### src/rtl/spi2dac.sv
// spi2dac: serialises a 10-bit DAC code into a 16-bit MCP4911 SPI write frame (mode 0,0, MSB first).
// Latency: CS falls 1 cycle after load; a frame keeps busy high for 35*CLK_DIV cycles.
// Backpressure: a one-deep pending buffer absorbs a load during a frame; overwrite/discard pulses ovf.
// Optional LDAC strobe is enabled by defining SPI2DAC_LDAC_EN.
module spi2dac #(
    parameter int CLK_DIV = 25
) (
    input  logic       sysclk,
    input  logic       reset,
    input  logic [9:0] data_in,
    input  logic       load,
    output logic       dac_cs_n,
    output logic       dac_sck,
    output logic       dac_sdi,
    output logic       dac_ld_n,
    output logic       busy,
    output logic       ovf
);
    localparam logic [2:0] S_IDLE  = 3'd0;
    localparam logic [2:0] S_SETUP = 3'd1;
    localparam logic [2:0] S_SHIFT = 3'd2;
    localparam logic [2:0] S_HOLD  = 3'd3;
    localparam logic [2:0] S_GAP   = 3'd4;

    localparam int DW = (CLK_DIV > 2) ? $clog2(CLK_DIV) : 1;
    localparam logic [DW-1:0] DIV_LAST = DW'(CLK_DIV - 1);

    logic [2:0]    state_q, state_d;
    logic [DW-1:0] div_q, div_d;
    logic [4:0]    hp_q, hp_d;        // half-period index inside SHIFT
    logic [15:0]   shift_q, shift_d;
    logic          cs_n_q, cs_n_d;
    logic          sck_q, sck_d;
    logic          busy_q, busy_d;
    logic          ovf_q, ovf_d;
    logic          pend_q, pend_d;
    logic [9:0]    pdat_q, pdat_d;
    logic          tick;
    logic          start;
    logic [9:0]    start_dat;

    assign tick = (div_q == DIV_LAST);

    // Next-state logic: divider, frame sequencing, pending buffer and overflow detection.
    always_comb begin
        state_d   = state_q;
        div_d     = tick ? '0 : div_q + 1'b1;
        hp_d      = hp_q;
        shift_d   = shift_q;
        cs_n_d    = cs_n_q;
        sck_d     = sck_q;
        busy_d    = busy_q;
        ovf_d     = 1'b0;
        pend_d    = pend_q;
        pdat_d    = pdat_q;
        start     = 1'b0;
        start_dat = data_in;

        // A load during a frame (but not on the GAP tick, where it starts a frame directly) is queued.
        if (load && (state_q != S_IDLE) && !((state_q == S_GAP) && tick)) begin
            pdat_d = data_in;
            pend_d = 1'b1;
            ovf_d  = pend_q;
        end

        case (state_q)
            S_IDLE: begin
                div_d = '0;
                if (load) begin
                    start = 1'b1;
                end
            end
            S_SETUP: begin
                if (tick) begin
                    state_d = S_SHIFT;
                    hp_d    = '0;
                end
            end
            S_SHIFT: begin
                if (tick) begin
                    sck_d = ~sck_q;
                    hp_d  = hp_q + 1'b1;
                    // Odd half-period ends with a falling edge: advance data unless the last bit just went out.
                    if (hp_q[0]) begin
                        if (hp_q == 5'd31) begin
                            state_d = S_HOLD;
                        end else begin
                            shift_d = {shift_q[14:0], 1'b0};
                        end
                    end
                end
            end
            S_HOLD: begin
                if (tick) begin
                    cs_n_d  = 1'b1;
                    state_d = S_GAP;
                end
            end
            S_GAP: begin
                if (tick) begin
                    if (load) begin
                        start  = 1'b1;
                        pend_d = 1'b0;
                        ovf_d  = pend_q;
                    end else if (pend_q) begin
                        start     = 1'b1;
                        start_dat = pdat_q;
                        pend_d    = 1'b0;
                    end else begin
                        state_d = S_IDLE;
                        busy_d  = 1'b0;
                    end
                end
            end
            default: begin
                state_d = S_IDLE;
                busy_d  = 1'b0;
                cs_n_d  = 1'b1;
                sck_d   = 1'b0;
            end
        endcase

        if (start) begin
            shift_d = {4'b0111, start_dat, 2'b00};
            cs_n_d  = 1'b0;
            busy_d  = 1'b1;
            state_d = S_SETUP;
            div_d   = '0;
            hp_d    = '0;
        end
    end

    // State registers with synchronous reset; reset mid-frame raises CS on the next edge.
    always_ff @(posedge sysclk) begin
        if (reset) begin
            state_q <= S_IDLE;
            div_q   <= '0;
            hp_q    <= '0;
            shift_q <= '0;
            cs_n_q  <= 1'b1;
            sck_q   <= 1'b0;
            busy_q  <= 1'b0;
            ovf_q   <= 1'b0;
            pend_q  <= 1'b0;
            pdat_q  <= '0;
        end else begin
            state_q <= state_d;
            div_q   <= div_d;
            hp_q    <= hp_d;
            shift_q <= shift_d;
            cs_n_q  <= cs_n_d;
            sck_q   <= sck_d;
            busy_q  <= busy_d;
            ovf_q   <= ovf_d;
            pend_q  <= pend_d;
            pdat_q  <= pdat_d;
        end
    end

`ifdef SPI2DAC_LDAC_EN
    logic ld_n_q;

    // LDAC is held low for the whole GAP half-period that follows every completed frame.
    always_ff @(posedge sysclk) begin
        if (reset) begin
            ld_n_q <= 1'b1;
        end else if ((state_q == S_HOLD) && tick) begin
            ld_n_q <= 1'b0;
        end else if ((state_q == S_GAP) && tick) begin
            ld_n_q <= 1'b1;
        end
    end

    assign dac_ld_n = ld_n_q;
`else
    // Without LDAC the DAC updates on CS rising, so the latch pin is tied low.
    assign dac_ld_n = 1'b0;
`endif

    assign dac_cs_n = cs_n_q;
    assign dac_sck  = sck_q;
    assign dac_sdi  = shift_q[15];
    assign busy     = busy_q;
    assign ovf      = ovf_q;
endmodule

### config.mk
export PLATFORM = sky130hd
export DESIGN_NAME = spi2dac
export DESIGN_NICKNAME = d
export VERILOG_FILES = /design/src/rtl/spi2dac.sv
export SDC_FILE = /design/constraint.sdc
export NUM_CORES = 1
export LEC_CHECK = 0
export CELL_PAD_IN_SITES_DETAIL_PLACEMENT = 0
export CELL_PAD_IN_SITES_GLOBAL_PLACEMENT = 1
export CORE_ASPECT_RATIO = 1.2
export CORE_MARGIN = 8
export CORE_UTILIZATION = 39
export CTS_CLUSTER_SIZE = 8
export DETAILED_ROUTE_END_ITERATION = 10
export GPL_ROUTABILITY_DRIVEN = 0
export GPL_TIMING_DRIVEN = 0
export PLACE_DENSITY = 0.77
export SLEW_MARGIN = 20
export SYNTH_ARGS = -nofsm -noshare
export SYNTH_HDL_FRONTEND = slang
export SYNTH_SLANG_ARGS = --single-unit
export TNS_END_PERCENT = 5
### constraint.sdc
create_clock -name sysclk -period 1.9 [get_ports sysclk]
set_input_delay 0.475 -clock sysclk [delete_from_list [all_inputs] [get_ports sysclk]]
set_output_delay 0.475 -clock sysclk [all_outputs]
set_load 0.03 [all_outputs]
; ---- Word-level counts from Yosys, hierarchy flattened
; Index checks and enable logic that the tools add are counted.
[word_totals]
regBits = 42
in_bits = 13
out_inout_bits = 6
elab_cells = 113
[classes]
n_addsub = 2
eq_ne = 26
muxes = 46
bitwise_logic = 4
n_reduce_logical = 23
[op_table]
columns = operator, count
row1 = $mux 15, 5
row2 = $mux 10, 4
row3 = $mux 3, 8
row4 = $ne 3x3->1 const B, 8
row5 = $mux 1, 21
row6 = $ne 2x2->1 const B, 10
row7 = $reduce_and 9->1, 2
row8 = $reduce_or 4->1, 4
row9 = $pmux 3 s5, 1
row10 = $reduce_and 4->1, 3
row11 = $add 5x1->5 const B, 2
row12 = $eq 5x5->1 const B, 2
row13 = $mux 5, 2
row14 = $pmux 5 s2, 1
row15 = $pmux 1 s2, 4
row16 = $reduce_bool 2->1, 4
row17 = $eq 3x2->1 const B, 2
row18 = $ne 2x1->1 const B, 2
row19 = $not 1->1, 4
row20 = $reduce_and 2->1, 2
row21 = $eq 3x1->1 const B, 1
row22 = $eq 3x3->1 const B, 1
row23 = $logic_and 1x1->1, 3
row24 = $logic_not 3->1, 1
row25 = 4 further kinds, 4

; ---- Depth between registers and ports, before layout
[logic_depth]
ltp_word = 9
mapped_depth = 9
ltp_nobuf = 7

; ---- Worst setup path after synthesis
; Ideal clock, no wire load.
[synth_path]
path_type = reg2reg
start = reg hp_q[0]
end = reg shift_q[10]
setup_ps = 125
arrival_time_ps = 1681
required_time_ps = 1775
setup_slack_ps = 94
path_stages_with_launch = 9
n_path_buf = 1
period_less_slack_ps = 1806
path_cell_list = dfxtp_1 ha_1 and3_1 ha_1 nor2_1 nand4_2 buf_4 mux2i_1 o22ai_2
[synth_via]
elab_chain_cells = 3
word_cells_on_any_way = 4
cone_classes = eq/ne: 2 / reduce/logical: 2
[synth_rtl]
columns = element, line
row1 = start: declaration, 30  ; logic [4:0] hp_q, hp_d;
row2 = start signal: assignment, 149  ; hp_q <= hp_d;
row3 = $eq 5x5->1, 85  ; if (hp_q == 5'd31) begin
row4 = $ne 2x2->1 (no source line), --
row5 = $reduce_and 4->1 (no source line) *, --
row6 = end signal: assignment, 150  ; shift_q <= shift_d;
row7 = end: declaration, 31  ; logic [15:0] shift_q, shift_d;
; Mark *: on every way between the ends. The rest lies on a longest branch, timed or not.
; A chain may end at the register's enable or synchronous reset.

; ---- Worst setup path in the final report
[layout_path]
start = reg hp_q[0]
end = reg shift_q[6]
; Same word-level chain as after synthesis.

==> metrics.md <==
| Metric | Value |
|---|---|
| DRT antenna net count | 0 |
| Worst Tran Pin Value | 0.5494 ns |
| M1 WL | 2201 um |
| Outcome | completed |
| TritonCTS clock tree | yes |
| Post-route minimum period | 1.872 ns |
| Die Span X | 82.44 um |
| Share of post-route cells with drive strength above 1 | 15.73% |
| Worst hold slack | 0.4452 ns |
| Main synth FF type | dfxtp_1 |
| Period utilisation layout | 98.52% |
| I/O pin count | 19 |
| Power Dens Cells | 715.4 nW/um^2 |
| Post-synth EDFFs | 0 |
| Fin. max-slew vios | 0 |
| Clock transition at path regs | 0.08 ns |
| Synth Cell Area | 2066 um^2 |
| Peak VDD IR | 345.5 uV |
| Max-Cap Viols | 0 |
| DRC violations left | 0 |
| Final setup margin | 0.02809 ns |
| Final setup viols | 0 |
| Largest net degree at the start of global routing | 14 |
| Pre-CTS worst setup slack | -0.3073 ns |
| Initial core utilization | 39.81% |
| Chip height | 95.73 um |
| Hpwl dp | 3157 um |
| Post-synthesis sequential area ratio | 40.70% |
| Syn Inst Count | 223 |
| Clock Root Buffer | clkbuf_8 |
| Post-synth ARST share | 0% |
| Final TNS setup | 0 ns |
| CP Launch Type | flop |
| Critical path class | flop to flop |
| Max layer used | met4 |
| TritonRoute pass-1 iters | 4 |
| Yosys reg bits | 42 |
| Area occupied by multi-input gates | 1117 um^2 |
| IO buf count | 17 |
| GRT overflow | 0 |
| Total power | 1.763 mW |
| Hold Vio Cnt, Final | 0 |
| Num CTS Buffers | 5 |
| Clock sinks | 42 |
| Storage element area | 843.3 um^2 |
| Arr. time, crit path | 2.05 ns |
| Top-area cell type share of the netlist area | 40.70% |
| Rows | 29 |
| Required @ worst endpoint | 2.08 ns |
| Ant. Diodes | 0 |
| Leakage | 1.035 nW |
| Peak Freq | 534.2 MHz |
| Layout area overhead | 19.32% |
| RSZ-0062 raised after global routing | true |
| Initial detailed-routing violation count | 117 |
| Count leader, synth | dfxtp_1 |
| Nets@finish | 264 |
| Die area | 7891 um^2 |
| Syn_nets | 240 |
| Critical-path maximum fanout | 10 |
| Clock Tree Buf Depth | 2 |
| Final-layout fill cell count | 517 |
| Avg Vias per Cell | 5.519 |
| GRT Util Overall | 12.54% |
| Vias | 1711 |
| Leading area contributor after synthesis | dfxtp_1 |
| Synth unique cells | 47 |
| Routed WL | 4581 um |
| Hold Path Class | flop to flop |
| Syn_area_per_cell | 9.263 um^2 |
| Synth cell count leaders | dfxtp_1, mux2i_1, a21oi_1, o21ai_0, nand3_1 |
| Core Box Area | 5189 um^2 |
| WL met3 | 200 um |
| Met2 Wirelength | 2094 um |
| Yosys warns | 0 |
| Top post-synthesis cells by area | dfxtp_1, mux2i_1, o22ai_2 |
| Post-CTS Setup Inserts | 0 |
| First-pass GRT wire length | 7831 um |
| H-tree levels | 2 |
| Drt wl/cell | 14.78 um |
| Vias in the first global route | 1666 |
| Clock skew | 0.005507 ns |
| Initial antenna violation count | 0 |
| Slew HR | 63.38% |
| CP Capture Type | flop |
| Worst skew pair latency | 0.29 ns |
state kept, by name (all words and copies together) (netlist names):
register / count
dac_cs_n: 1
dac_sck: 1
busy: 1
state_q: 3
div_q: 5
ovf: 1
shift_q: 14
pend_q: 1
pdat_q: 10
hp_q: 5
cell type report:
class	count	area share [%]
inverter	7	1.066
clock buffer	6	3.350
buffer	20	5.381
timing repair buffer	17	7.005
tap	62	3.147
multi-input combinational	154	45.33
clock inverter	2	0.5076
sequential	42	34.21
per-layer routing:
layer	up-vias	track usage (%)
li1	857	-
met1	810	15.82
met2	38	19.49
met3	6	3.084
met4	0	5.865
met5	-	0
power by group:
group,switching [mW],internal [mW],leakage [nW]
clock,0.311,0.292,0.0472
combinational,0.119,0.102,0.644
sequential,0.0200,0.919,0.344
total,0.450,1.31,1.04
stage by stage:
step,cells,utilization (%),area [um^2]
after global placement,302,44.59,2313
after detailed placement,302,44.59,2313
final,310,47.50,2465
after CTS,310,46.83,2430
after global routing,310,47.50,2465
after floorplan,223,-,2066
worst max-delay path: stages (launching register included):
cell and delay, ns:
dfxtp_1 0.36, ha_1 0.23, and3_1 0.20, ha_1 0.20
nor2_2 0.13, nand4_4 0.16, buf_6 0.21, mux2i_1 0.19
o22ai_2 0.09
kinds of logic after synthesis:
logic type | after synthesis | synth area share, %
AOI/OAI and AO/OA | 63 | 21.20
xor gates and xnor gates | 4 | 1.696
adders and majority gates | 4 | 2.423
buffers and inverters | 27 | 6.784
DFF | 42 | 40.70
muxes | 22 | 10.66
other | 1 | 0.1815
and+or+nand+nor | 60 | 16.35
path summary, 6_finish.rpt:
path                        startpoint                       to  slack, ns  depth (start not counted)
setup / recovery  hp_q[0]$_SDFFE_PP0P_  shift_q[6]$_SDFFE_PP0P_       0.03                          8
hold / removal     div_q[0]$_SDFF_PP0_      div_q[0]$_SDFF_PP0_       0.45                          1
setup reg to reg  hp_q[0]$_SDFFE_PP0P_  shift_q[6]$_SDFFE_PP0P_       0.03                          8
hold reg to reg    div_q[0]$_SDFF_PP0_      div_q[0]$_SDFF_PP0_       0.45                          1
cell usage in the layout (no fill, tap or decap), drive strengths merged, types with 3 or more instances in the layout:
cell type / instances
inv: 7
mux2i: 22
o22ai: 9
dfxtp: 42
a21oi: 21
nand4: 4
clkbuf: 14
and3: 3
clkdlybuf4s50: 16
o21ai: 15
buf: 12
ha: 4
nand3: 14
nand2: 9
a21o: 3
nor2: 13
timing repair:
item                       4_1_cts  5_1_grt
setup endpoints to repair       13       31
pin swaps                        1        2
hold buffers                     0        0
resized for setup                5       11
(Power assumes the default switching activity.)
